==> config.mk <==
export PLATFORM = sky130hd
export DESIGN_NAME = spi_host
export DESIGN_NICKNAME = d
export VERILOG_FILES = /design/src/rtl/spi_host_pkg.sv /design/src/rtl/spi_host_tick.sv /design/src/rtl/spi_host.sv
export SDC_FILE = /design/constraint.sdc
export NUM_CORES = 1
export LEC_CHECK = 0
export CAP_MARGIN = 20
export CELL_PAD_IN_SITES_DETAIL_PLACEMENT = 1
export CELL_PAD_IN_SITES_GLOBAL_PLACEMENT = 1
export CORE_UTILIZATION = 43
export DETAILED_ROUTE_END_ITERATION = 8
export PLACE_DENSITY_LB_ADDON = 0.1
export SLEW_MARGIN = 30
export SYNTH_ARGS = -nofsm -noshare
export SYNTH_HDL_FRONTEND = slang
export SYNTH_SLANG_ARGS = --single-unit
==> constraint.sdc <==
create_clock -name clk -period 4.23 [get_ports clk]
set_input_delay 0.6345 -clock clk [delete_from_list [all_inputs] [get_ports clk]]
set_output_delay 0.6345 -clock clk [all_outputs]
set_load 0.005 [all_outputs]
==> src/rtl/spi_host_pkg.sv <==
// Shared definitions for the SPI mode-0 host.
// Holds the state encoding, the SPI mode constants the host and the
// xosera target agree on (CPOL=0, CPHA=0, MSB first) and the counter widths.
package spi_host_pkg;

    localparam int unsigned BYTE_W = 8;
    localparam int unsigned HP_W   = 4;                 // 16 half-periods per byte
    localparam logic [HP_W-1:0] HP_LAST = HP_W'(15);

    // SCK idle level; data is launched while SCK is at this level
    localparam logic CPOL = 1'b0;

    typedef enum logic [2:0] {
        ST_IDLE,
        ST_SHIFT,
        ST_WAIT,
        ST_HOLD,
        ST_GAP
    } state_e;

endpackage

==> src/rtl/spi_host_tick.sv <==
// Half-period timer for spi_host.
// Ports: clk, reset (sync, active-high), restart (realign phase so the next
// tick lands CLK_DIV cycles later), tick (registered one-cycle pulse every
// CLK_DIV clocks, marking the last clk of a half-period).
module spi_host_tick #(
    parameter int unsigned CLK_DIV = 4
) (
    input  logic clk,
    input  logic reset,
    input  logic restart,
    output logic tick
);

    localparam int unsigned CNT_W = $clog2(CLK_DIV);
    localparam logic [CNT_W-1:0] CNT_MAX = CNT_W'(CLK_DIV - 1);
    localparam logic [CNT_W-1:0] CNT_PRE = CNT_W'(CLK_DIV - 2);

    logic [CNT_W-1:0] cnt;

    // Free-running phase counter; tick is registered so it coincides with cnt==CNT_MAX
    always_ff @(posedge clk) begin
        if (reset || restart) begin
            cnt  <= '0;
            tick <= 1'b0;
        end else begin
            cnt  <= (cnt == CNT_MAX) ? '0 : cnt + 1'b1;
            tick <= (cnt == CNT_PRE);
        end
    end

endmodule

==> src/rtl/spi_host.sv <==
// SPI mode-0 host: byte stream in (valid/ready), MSB-first shift on
// SCK/COPI with active-low select, received byte out as a one-cycle pulse.
// Ports: clk, reset (sync, active-high); tx_byte_i/tx_last_i/tx_valid_i/
// tx_ready_o byte input stream; rx_byte_o/rx_valid_o received byte;
// busy_o link activity; spi_sck_o/spi_copi_o/spi_cs_o/spi_cipo_i SPI pins.
module spi_host #(
    parameter int unsigned CLK_DIV  = 4,
    parameter int unsigned DESEL_HP = 2
) (
    input  logic       clk,
    input  logic       reset,
    input  logic [7:0] tx_byte_i,
    input  logic       tx_last_i,
    input  logic       tx_valid_i,
    output logic       tx_ready_o,
    output logic [7:0] rx_byte_o,
    output logic       rx_valid_o,
    output logic       busy_o,
    output logic       spi_sck_o,
    output logic       spi_copi_o,
    input  logic       spi_cipo_i,
    output logic       spi_cs_o
);

    import spi_host_pkg::*;

    localparam logic [HP_W-1:0] GAP_LAST = HP_W'(DESEL_HP - 1);

    state_e            state, state_d;
    logic [BYTE_W-1:0] tx_sr, tx_sr_d, rx_sr, rx_sr_d, rx_byte_d;
    logic [HP_W-1:0]   hp, hp_d;
    logic              last, last_d;
    logic              sck_d, copi_d, cs_d, rx_valid_d, tx_ready_d, busy_d;
    logic              restart, tick, accept_c;
    logic              cipo_meta, cipo_sync;

    assign accept_c = tx_valid_i & tx_ready_o;

    spi_host_tick #(.CLK_DIV(CLK_DIV)) u_tick (
        .clk     (clk),
        .reset   (reset),
        .restart (restart),
        .tick    (tick)
    );

    // CIPO is asynchronous to clk
    always_ff @(posedge clk) begin
        if (reset) begin
            cipo_meta <= 1'b0;
            cipo_sync <= 1'b0;
        end else begin
            cipo_meta <= spi_cipo_i;
            cipo_sync <= cipo_meta;
        end
    end

    // Next-state and next-output logic
    always_comb begin
        state_d    = state;
        tx_sr_d    = tx_sr;
        rx_sr_d    = rx_sr;
        rx_byte_d  = rx_byte_o;
        hp_d       = hp;
        last_d     = last;
        sck_d      = spi_sck_o;
        copi_d     = spi_copi_o;
        cs_d       = spi_cs_o;
        rx_valid_d = 1'b0;
        restart    = 1'b0;

        unique case (state)
            ST_IDLE, ST_WAIT: begin
                if (accept_c) begin
                    state_d = ST_SHIFT;
                    tx_sr_d = tx_byte_i;
                    last_d  = tx_last_i;
                    copi_d  = tx_byte_i[7];
                    cs_d    = 1'b0;
                    sck_d   = CPOL;
                    hp_d    = '0;
                    // A byte chained in the rx_valid cycle continues the running
                    // half-period so SCK phase stays continuous across bytes
                    restart = ~rx_valid_o;
                end
            end
            ST_SHIFT: begin
                if (tick) begin
                    hp_d = hp + 1'b1;
                    if (hp[0]) begin
                        // end of a high half-period: sample, then SCK falls
                        rx_sr_d = {rx_sr[6:0], cipo_sync};
                        sck_d   = CPOL;
                        if (hp == HP_LAST) begin
                            rx_byte_d  = {rx_sr[6:0], cipo_sync};
                            rx_valid_d = 1'b1;
                            state_d    = last ? ST_HOLD : ST_WAIT;
                        end else begin
                            tx_sr_d = {tx_sr[6:0], 1'b0};
                            copi_d  = tx_sr[6];
                        end
                    end else begin
                        sck_d = ~CPOL;
                    end
                end
            end
            ST_HOLD: begin
                if (tick) begin
                    state_d = ST_GAP;
                    cs_d    = 1'b1;
                    hp_d    = '0;
                end
            end
            ST_GAP: begin
                if (tick) begin
                    if (hp == GAP_LAST) begin
                        state_d = ST_IDLE;
                    end else begin
                        hp_d = hp + 1'b1;
                    end
                end
            end
            default: begin
                state_d = ST_IDLE;
                cs_d    = 1'b1;
                sck_d   = CPOL;
            end
        endcase

        tx_ready_d = (state_d == ST_IDLE) || (state_d == ST_WAIT);
        busy_d     = (state_d != ST_IDLE);
    end

    // State and output registers
    always_ff @(posedge clk) begin
        if (reset) begin
            state      <= ST_IDLE;
            tx_sr      <= '0;
            rx_sr      <= '0;
            hp         <= '0;
            last       <= 1'b0;
            rx_byte_o  <= '0;
            rx_valid_o <= 1'b0;
            tx_ready_o <= 1'b0;
            busy_o     <= 1'b0;
            spi_sck_o  <= CPOL;
            spi_copi_o <= 1'b0;
            spi_cs_o   <= 1'b1;
        end else begin
            state      <= state_d;
            tx_sr      <= tx_sr_d;
            rx_sr      <= rx_sr_d;
            hp         <= hp_d;
            last       <= last_d;
            rx_byte_o  <= rx_byte_d;
            rx_valid_o <= rx_valid_d;
            tx_ready_o <= tx_ready_d;
            busy_o     <= busy_d;
            spi_sck_o  <= sck_d;
            spi_copi_o <= copi_d;
            spi_cs_o   <= cs_d;
        end
    end

endmodule
==> metrics.yaml <==
min_period_ns: 1.91
wl_met1_mm: 1.78
post-dp-hpwl_mm: 2.66
post_cts_resized: 0
place_ws_ns: 2.04
cts_htree_levels: 2
drc: 0
layout.cells.non_filler: 261
setup_violations: 0
placementRows: 22
vias: 1457
grt-ovfl-total: 0
tns_ns: 0
yosys.area.top_type: "dfxtp_1"
setup_ws_ns: 2.32
dr.max_layer_used: "met4"
required_ns: 4.46
crit_chain: "clkdlybuf4s50_1, and4bb_2, a21oi_2, a2111o_1, a21oi_1"
die_h_um: 66.2
p_per_area_nw_per_um2: 380
first_iter_violations: 50
drt-vias-per-instance: 5.58
syn_avg_cell_area_um2: 9.37
wl_mm: 3.93
synth_cell_types: 41
maxCapViolations: 0
critPathMaxStageDelay_ns: 0.50
drt_first_pass_iters: 4
clk_latency_ns: 0.30
peakVddDrop_v: 0.000190
hold_viol: 0
clock_path_buffers: 2
multi_input_area_um2: 866
synth-seq-area-share: 0.464
initial_core_util: 0.466
ctsRootBufferMaster: "clkbuf_8"
fmax_ghz: 0.523
hold_buffers: 0
synth_edf_count: 0
die_area_um2: 4380
ys_async_sr_fraction: 0
tightest_slew_ns: 0.729
path_clk_slew_ns: 0.08
drive_above_1_share: 0.0798
cp-start-kind: "input port"
grt_max_degree: 35
cts.sinks: 41
criticalPathCategory: "input port to flip-flop"
dp_cells: 253
arrival_ns: 2.14
die_w_um: 66.2
fillers: 436
rr_startpoint: "state[1]"
finalCritPeriodShare: 0.452
ys_ff_latch: 41
yosys_warnings: 0
dr_wl_met3_um: 126
io_buffers: 26
synth_nets: 206
utilization: 0.567
finalClockSkew_ns: 0.00506
synth_area_leaders: "dfxtp_1 (46%), mux2i_1 (10%), nor2_1 (6.1%)"
gp_congestion: 0.841
syn_area_um2: 1770
crit_family: "compound AO/OA/AOI/OAI gates"
status: "completed"
syn_inst: 189
grt_pass1_vias: 1453
cp_max_fo: 6
diodes: 0
post_cts_buffers: 0
core_um2: 3800
synth_top_area_share: 0.464
fin_nets: 229
postRouteAntennaNets: 0
path_buf_inv: 1
rsz0062_at_grt: "no"
cp_slowest_cell: "clkdlybuf4s50_1"
relSlewSlack: 0.513
seq_area_um2: 821
hp-class: "flip-flop to flip-flop"
cts_tree: "done"
ios: 27
syn2layout_area_growth_pct: 21.6
grt_pass1_wl_mm: 6.72
wl_per_cell_um: 15.0
track_usage: 0.205
min_from: "cipo_meta"
synthMostInstantiatedCell: "dfxtp_1"
drv_slew: 0
p_leak_nw: 0.734
cp-startpoint: "tx_valid_i"
cts_inserted_buffers: 5
synth_common_cells: "dfxtp_1 (41), nor2_1 (29), mux2i_1 (18)"
antenna_found_initial: 0
met2WireLength_mm: 1.96
endpoint_kind: "flip-flop"
ys.flop_type: "dfxtp_1"
report_power, final:
group	total, mW	switching (mW)	internal [mW]	leakage [nW]
clock network	0.327	0.135	0.192	0.0585
registers	0.413	0.0127	0.401	0.333
logic	0.0786	0.0399	0.0387	0.342
total	0.819	0.187	0.632	0.734
state kept, by name, indices dropped and copies added, names as in the netlist:
name / cells
spi_copi_o: 1
rx_sr: 7
spi_cs_o: 1
tx_sr: 7
rx_valid_o: 1
rx_byte_o: 8
hp: 4
spi_sck_o: 1
busy_o: 1
tx_ready_o: 1
cipo_sync: 1
cipo_meta: 1
last: 1
u_tick.tick: 1
state: 3
u_tick.cnt: 2
cell usage in the layout (no fill, tap or decap), types with 2 or more instances in the layout:
cell type and count:
ha_1 4, clkbuf_8 6, nor2_1 29, a311oi_1 7, mux2i_1 18, a2111o_1 2, nor2b_1 4, clkdlybuf4s50_1 26
inv_1 4, nand3_1 7, buf_4 2, nand2b_1 3, a21oi_1 9, nand2_1 13, o21bai_1 2, a21o_1 2
nor3_1 3, o21ai_0 8, dfxtp_1 41
worst paths after layout:
path                   to  slack, ns  cells past startpoint
max                 hp[1]       2.32                      5
min             cipo_sync       0.45                      1
max reg2reg  rx_byte_o[0]       2.36                      5
min reg2reg     cipo_sync       0.45                      1
area by class of cell:
cell class	instances	area share
repair buffers	28	0.128
clock inverters	1	0.0139
clock buffers	7	0.0401
well taps	48	0.0279
inverters	4	0.00697
multi-input cells	132	0.402
flip-flops and latches	41	0.381
metal layers:
| layer | track usage | vias to the layer above |
|---|---|---|
| met1 | 0.240 | 710 |
| met2 | 0.352 | 27 |
| met5 | 0 | - |
| met4 | 0.104 | 0 |
| li1 | - | 713 |
| met3 | 0.0379 | 7 |
cell families after synthesis:
family	share of synthesized area
buffers and inverters	0.0473
flip-flops	0.464
XOR/XNOR	0.00495
AND/OR/NAND/NOR	0.190
adder cells (fa/ha/maj)	0.0283
AO/OA/AOI/OAI	0.164
multiplexers	0.102
through the flow:
step	area, µm²	power, mW	hold WS, ns
floorplan	1770	0.472	0.414
global placement	2040	0.496	0.432
detailed placement	2040	0.502	0.432
CTS	2150	0.828	0.453
global route	2150	0.858	0.457
finish	2150	0.819	0.449
worst reg2reg max path, stage by stage (launching register included):
cell and delay [ns]:
dfxtp_1 0.55, nand3b_1 0.38, nor3_1 0.31, buf_4 0.25, mux2i_1 0.21, nor2_1 0.05
(Power assumes the default switching activity.)
